--- config.mk ---
export PLATFORM = sky130hd
export DESIGN_NAME = sar_ctrl
export DESIGN_NICKNAME = d
export VERILOG_FILES = /design/src/rtl/sar_ctrl.sv
export SDC_FILE = /design/constraint.sdc
export NUM_CORES = 1
export LEC_CHECK = 0
export CORE_ASPECT_RATIO = 0.9
export CORE_MARGIN = 4
export CORE_UTILIZATION = 47
export DETAILED_ROUTE_END_ITERATION = 7
export HOLD_SLACK_MARGIN = 0.02
export PLACE_DENSITY = 0.77
export SYNTH_ARGS = -nofsm -noshare
export SYNTH_HDL_FRONTEND = slang
export SYNTH_SLANG_ARGS = --single-unit
--- constraint.sdc ---
create_clock -name clk -period 1.9 [get_ports clk]
set_input_delay 0.38 -clock clk [delete_from_list [all_inputs] [get_ports clk]]
set_output_delay 0.38 -clock clk [all_outputs]
set_load 0.02 [all_outputs]
--- src/rtl/sar_ctrl.sv ---
// Successive-approximation controller: samples the top plate, then runs an MSB-first binary
// search on the capacitive DAC bottom plates and returns the code on a valid/ready port.
module sar_ctrl #(
  parameter int unsigned NBITS         = 16,
  parameter int unsigned SAMPLE_CYCLES = 2,
  parameter int unsigned SETTLE_CYCLES = 1
) (
  input  logic             clk,
  input  logic             rst,
  input  logic             start,
  input  logic             abort,
  output logic             busy,
  output logic             samp_en,
  output logic             comp_en,
  input  logic             comp_out,
  output logic [15:0]      cap_botplate_m,
  output logic [15:0]      cap_botplate_d,
  output logic [NBITS-1:0] result,
  output logic             result_valid,
  input  logic             result_ready
);

  localparam int unsigned CntMax = (SAMPLE_CYCLES > SETTLE_CYCLES) ? SAMPLE_CYCLES
                                                                    : SETTLE_CYCLES;
  localparam int unsigned CntW   = (CntMax > 1) ? $clog2(CntMax) : 1;

  localparam logic [CntW-1:0] SampleInit = CntW'(SAMPLE_CYCLES - 1);
  localparam logic [CntW-1:0] SettleInit = CntW'(SETTLE_CYCLES - 1);
  localparam logic [3:0]      TopIdx     = 4'(NBITS - 1);
  localparam logic [15:0]     TopMask    = 16'd1 << TopIdx;

  typedef enum logic [2:0] {
    StIdle,
    StSample,
    StSettle,
    StComp,
    StDecide,
    StDone
  } state_e;

  state_e          state_q;
  logic [CntW-1:0] cnt_q;
  logic [3:0]      bit_idx_q;

  logic [15:0] trial_mask;
  logic [15:0] next_mask;
  logic [15:0] m_decided;
  logic [15:0] m_after;

  // Resolve the current trial bit and, unless it was the LSB, raise the next trial bit.
  always_comb begin
    trial_mask = 16'd1 << bit_idx_q;
    next_mask  = trial_mask >> 1;
    m_decided  = comp_out ? cap_botplate_m : (cap_botplate_m & ~trial_mask);
    m_after    = (bit_idx_q == 4'd0) ? m_decided : (m_decided | next_mask);
  end

  always_ff @(posedge clk or posedge rst) begin
    if (rst) begin
      state_q        <= StIdle;
      cnt_q          <= '0;
      bit_idx_q      <= TopIdx;
      busy           <= 1'b0;
      samp_en        <= 1'b0;
      comp_en        <= 1'b0;
      cap_botplate_m <= '0;
      cap_botplate_d <= '1;
      result         <= '0;
      result_valid   <= 1'b0;
    end else if (abort && (state_q != StIdle)) begin
      // Abort discards the conversion in flight; the last delivered result is kept.
      state_q        <= StIdle;
      busy           <= 1'b0;
      samp_en        <= 1'b0;
      comp_en        <= 1'b0;
      cap_botplate_m <= '0;
      cap_botplate_d <= '1;
      result_valid   <= 1'b0;
    end else begin
      unique case (state_q)
        StIdle: begin
          if (start) begin
            state_q        <= StSample;
            cnt_q          <= SampleInit;
            bit_idx_q      <= TopIdx;
            busy           <= 1'b1;
            samp_en        <= 1'b1;
            cap_botplate_m <= '0;
            cap_botplate_d <= '1;
          end
        end

        StSample: begin
          if (cnt_q == '0) begin
            state_q        <= StSettle;
            cnt_q          <= SettleInit;
            samp_en        <= 1'b0;
            cap_botplate_m <= TopMask;
            cap_botplate_d <= ~TopMask;
          end else begin
            cnt_q <= cnt_q - 1'b1;
          end
        end

        StSettle: begin
          if (cnt_q == '0) begin
            state_q <= StComp;
            comp_en <= 1'b1;
          end else begin
            cnt_q <= cnt_q - 1'b1;
          end
        end

        StComp: begin
          state_q <= StDecide;
          comp_en <= 1'b0;
        end

        StDecide: begin
          cap_botplate_m <= m_after;
          cap_botplate_d <= ~m_after;
          if (bit_idx_q == 4'd0) begin
            state_q      <= StDone;
            result       <= m_decided[NBITS-1:0];
            result_valid <= 1'b1;
          end else begin
            state_q   <= StSettle;
            cnt_q     <= SettleInit;
            bit_idx_q <= bit_idx_q - 1'b1;
          end
        end

        StDone: begin
          if (result_ready) begin
            state_q        <= StIdle;
            busy           <= 1'b0;
            result_valid   <= 1'b0;
            cap_botplate_m <= '0;
            cap_botplate_d <= '1;
          end
        end

        default: begin
          state_q <= StIdle;
        end
      endcase
    end
  end

endmodule

======== Word-level counts from Yosys, hierarchy flattened ========
Cells that the tools add are included.
W data, S select, Z words.
storage, ports and cells
  flip-flop bits (word level) ............. 60
  input bits .............................. 6
cells by class
  shift operators ......................... 1
  $add $sub $neg .......................... 2
  multiplexer cells ....................... 38
  bitwise operators ....................... 5
  equal/unequal tests ..................... 12
  reduce and logical (&&, ||, !) cells .... 21
operator list
  kind                    number
  $mux W16                10
  $pmux W16 S4            2
  $not A16 Y16            2
  $mux W3                 6
  $pmux W3 S6             1
  $reduce_bool A3 Y1      6
  $and A16 B16 Y16        1
  $or A16 B15 Y16         1
  $reduce_and A4 Y1       4
  $shl A1 B4 Y16 const A  1
  $ne A3 B3 Y1 const B    5
  $reduce_and A3 Y1       4
  $mux W1                 11
  $mux W4                 2
  $pmux W1 S2             4
  $pmux W4 S2             1
  $eq A3 B2 Y1 const B    2
  $eq A3 B3 Y1 const B    2
  $reduce_bool A5 Y1      1
  $logic_not A4 Y1        1
  $ne A2 B2 Y1 const B    2
  $sub A4 B1 Y4 const B   1
  $eq A3 B1 Y1 const B    1
  $logic_not A3 Y1        1
  7 further kinds         7

======== Logic depth before layout (Yosys ltp) ========
  depth in word-level cells ............... 9
  depth in mapped cells ................... 7
  depth with buffers taken out ............ 6

======== Least setup slack after synthesis ========
Ideal clock, no wire load.
  path kind ............................... register to register
  from .................................... register bit_idx_q[0]
  to ...................................... register result[14]
  data required time ...................... 1.773 ns
  path buffers ............................ 1
  clock period less this slack ............ 1.640 ns
  setup slack ............................. 0.260 ns
  stages on the path, launching flop included .. 8
  data arrival time ....................... 1.513 ns
  cell sequence ........................... dfstp_2 -> inv_1 -> ha_1 -> nor3b_2 -> nand2_1 -> buf_2 -> nand2_1 -> o21ai_0
between the ends
  word-level cells in the longest chain between the ends .. 4
  elaborated cells between the ends (all ways) .. 6
RTL lines
  what                      RTL line  source
  start: declaration        43        logic [3:0] bit_idx_q;
  start signal: assignment  62        bit_idx_q <= TopIdx;
  start signal: assignment  85        bit_idx_q <= TopIdx;
  start signal: assignment  129       bit_idx_q <= bit_idx_q - 1'b1;
  $shl A1 B4 Y16            52        trial_mask = 16'd1 << bit_idx_q;
  $not A16 Y16              54        m_decided = comp_out ? cap_botplate_m : (cap_botplate_m & ~trial_mask);
  $and A16 B16 Y16          54
  $mux W16                  54
  end signal: assignment    124       result <= m_decided[NBITS-1:0];
  end: declaration          18        output logic [NBITS-1:0] result,
Several ways; a longest one is shown, not always the timed one.
A chain may end at the register's enable or synchronous reset.

======== Final worst setup path ========
  from .................................... register cap_botplate_d[5]
  to ...................................... output cap_botplate_d[5]
RTL lines
  what                      RTL line  source
  start: declaration        17        output logic [15:0] cap_botplate_d,
  start signal: assignment  99        cap_botplate_d <= ~TopMask;
  start signal: assignment  121       cap_botplate_d <= ~m_after;
No word-level cell between the ends.

==> metrics.txt <==
outcome completed; Post-synth EDFFs 0; count of state elements after synthesis 60; CP Data Arrival Time 1490 ps; Setup CP Type flop to primary output; worst path required time 1520 ps; FMAX 0.535 GHz; final hold vios 0; largest family of logic cells by synthesized area compound AO/OA/AOI/OAI gates; slew of the pin with the lowest slew margin 405 ps; DR WL met2 3.56 mm; CP cell instances clkdlybuf4s50_1; starting density of the core 48.4%; GRT Util Overall 21.6%; Power Density 883 nW/um2; Detailed Route WL 7.78 mm; Ant. Diodes 0; Synth Area in Compound Gates 25.4%; routed vias/inst 5.40; post-synthesis mux area share 0.676%; wl on met1 3.71 mm; met3 routed WL 384 um; Fill cells 484; Synth Area in Adders 2.11%; worst reg2reg path startpoint bit_idx_q[1]; Period Utilization, post-route 98.3%; post-DP HPWL 5.47 mm; crit end category primary output; antenna-violating nets left 0; highest-count cells in the layout ignoring fill and taps clkdlybuf4s50_1 (51), dfrtp_1 (40), buf_4 (33); first-pass GRT wire length 13.1 mm; clk buf depth 2; FP Rows 27; delay-heaviest family, CP buffers and inverters; DR iter-0 viols 227; area grow syn2layout 37.7%; Finish-stage setup viols 0; Final min period 1870 ps; global route total overflow 0; unique cell type count in the Yosys netlist 46; relative slew slack 73.0%; ys flop type dfrtp_1; final net count 403; Slowest cell on crit path clkdlybuf4s50_1; highest metal used met4; Post-Syn Area per Cell 9.67 um2; Reg clk slew, reported paths 70 ps; Final Non-Filler Cells 484; placed cells 467; I/O Buffers 57; Async S/R FF share, synth 100%; Synth Cell Area 2960 um2; setup TNS 0 ps; Max rail drop VDD 0.450 mV; worst path bufs/invs 1; Crit Reg-Reg Endpoint cap_botplate_m[14]; I/O pin total 58; layout cells sized above 1 22.4%; commonest non-fill, non-tap cell in the layout clkdlybuf4s50_1; FF-to-FF setup slack 80 ps; clock root cell clkbuf_8; H-Tree Depth 3; number of antenna violations at the first check in global routing 0; vias in the first global route 2678; full die area 7630 um2; CTS Buf Count 9; DIE HEIGHT 83.3 um; DRC Markers 0; worst skew pair latency 340 ps; Worst setup SP type flop; CP max stage delay 600 ps; r2r worst-path depth 5; Syn Nets 317; register area share after synthesis 51.6%; Synth Area in XOR/XNOR 0.296%; Leak 1.89 nW; Max Cap Viol 0; pin count of the biggest net entering global routing 61; routed length per instance 16.1 um; via count 2613; Hold Path Class input port to async pin; Yosys warning count 0; Synth Area in Simple Gates 13.5%; RSZ-0062 raised after global routing yes; routability cong. 0.861; CTS sink count 60; clock tree from TritonCTS yes; Final Skew 10.1 ps; Pre-antenna DRT Iters 4; crit-path max FO 2; CORE AREA 6110 um2; final-report max-slew violation count 0; die width 91.7 um; Mapped Cells 306
## worst max-delay path by stage
stage | from | end | slack (ps) | cells after the start
after detailed placement | abort | cap_botplate_m[0] | -180 | 7
after global placement | abort | cap_botplate_m[15] | -90 | 7
after CTS | cap_botplate_d[0] | cap_botplate_d[0] | 4 | 1
after global routing | bit_idx_q[1] | cap_botplate_m[6] | -9 | 5
after floorplan | rst | busy | 70 | 1
final | cap_botplate_d[5] | cap_botplate_d[5] | 30 | 1
## per-layer routing
layer  vias to the layer above  global-route usage, %
li1                       1242                      -
met1                      1270                   29.8
met2                        88                   32.6
met3                        13                   4.17
met4                         0                   10.5
met5                         -                      0
## synthesized netlist by cell type, types with 2 or more instances
library cell  instances  area share (%)
buf_6                 2            0.76
buf_2                 9             1.5
o31a_1                2            0.59
clkbuf_1              5            0.63
nand3_1               6             1.0
dfstp_2              20              18
a311oi_1              2            0.59
inv_1                25             3.2
nor3_1               10             1.7
nor2b_1               6             1.3
o211ai_1              2            0.51
a22oi_1               4             1.0
ha_1                  5             2.1
a21o_1               15             3.8
mux2i_1               2            0.68
o21ai_0              26             4.4
a21oi_2              10             3.0
a21oi_1              26             4.4
o21ai_1              16             2.7
a31oi_1               2            0.42
nor2_1                7            0.89
nand2_1              31             3.9
dfrtp_1              40              34
o31ai_1               2            0.51
nand2b_1              9             1.9
o311ai_0              2            0.59
## worst min-delay path: cells and delay by family
family	cells	cell delay, ps
buffers and inverters	3	750
## repair_timing
action | in CTS | in global routing
gates resized for setup | 3 | 5
endpoints found under the setup margin | 18 | 32
pin swaps | 0 | 0
hold buffers | 0 | 0
cloned | 0 | 0
buffers inserted | 0 | 1
## stage by stage
stage	hold slack [ps]	util, %	setup WS, ps	power, W	cell area, um2
after detailed placement	448	62.8	-182	0.00241	3840
after global placement	452	62.8	-92.3	0.00239	3840
after global routing	433	66.7	-8.79	0.00377	4080
after floorplan	494	-	68.4	0.00209	2960
after CTS	419	66.4	4.03	0.00361	4060
final	401	66.7	31.8	0.00360	4080
## flip-flops by register name (all words and copies together), names as in the netlist
name and flops:
result_valid 1, cap_botplate_d 16, result 16, state_q 3, bit_idx_q 4, cap_botplate_m 16
comp_en 1, samp_en 1, busy 1, cnt_q 1
## cells by family (layout without fill, tap and decap cells)
| family | after synthesis | in the layout |
|---|---|---|
| DFF | 60 | 60 |
| muxes | 2 | 2 |
| and+or+nand+nor | 76 | 76 |
| xor gates and xnor gates | 1 | 1 |
| AOI/OAI and AO/OA | 119 | 119 |
| adders and majority gates | 5 | 5 |
| buffers and inverters | 43 | 134 |
## layout make-up
| cell class | instances | area [um2] | share of cell area, % |
|---|---|---|---|
| clock buffer | 11 | 151 | 3.71 |
| clock inverter | 5 | 60.1 | 1.47 |
| sequential | 60 | 1530 | 37.4 |
| multi-input combinational | 203 | 1250 | 30.7 |
| timing repair buffer | 93 | 886 | 21.7 |
| tap | 87 | 109 | 2.67 |
| inverter | 25 | 93.8 | 2.30 |
## report_power, final
group / internal [W] / switching [W] / leakage, nW
Clock: 0.000676 / 0.000523 / 0.0938
Combinational: 0.000382 / 0.000524 / 1.04
Sequential: 0.00137 / 0.000127 / 0.757
Total: 0.00243 / 0.00117 / 1.89
No activity file was read; power rests on OpenSTA's default activity.
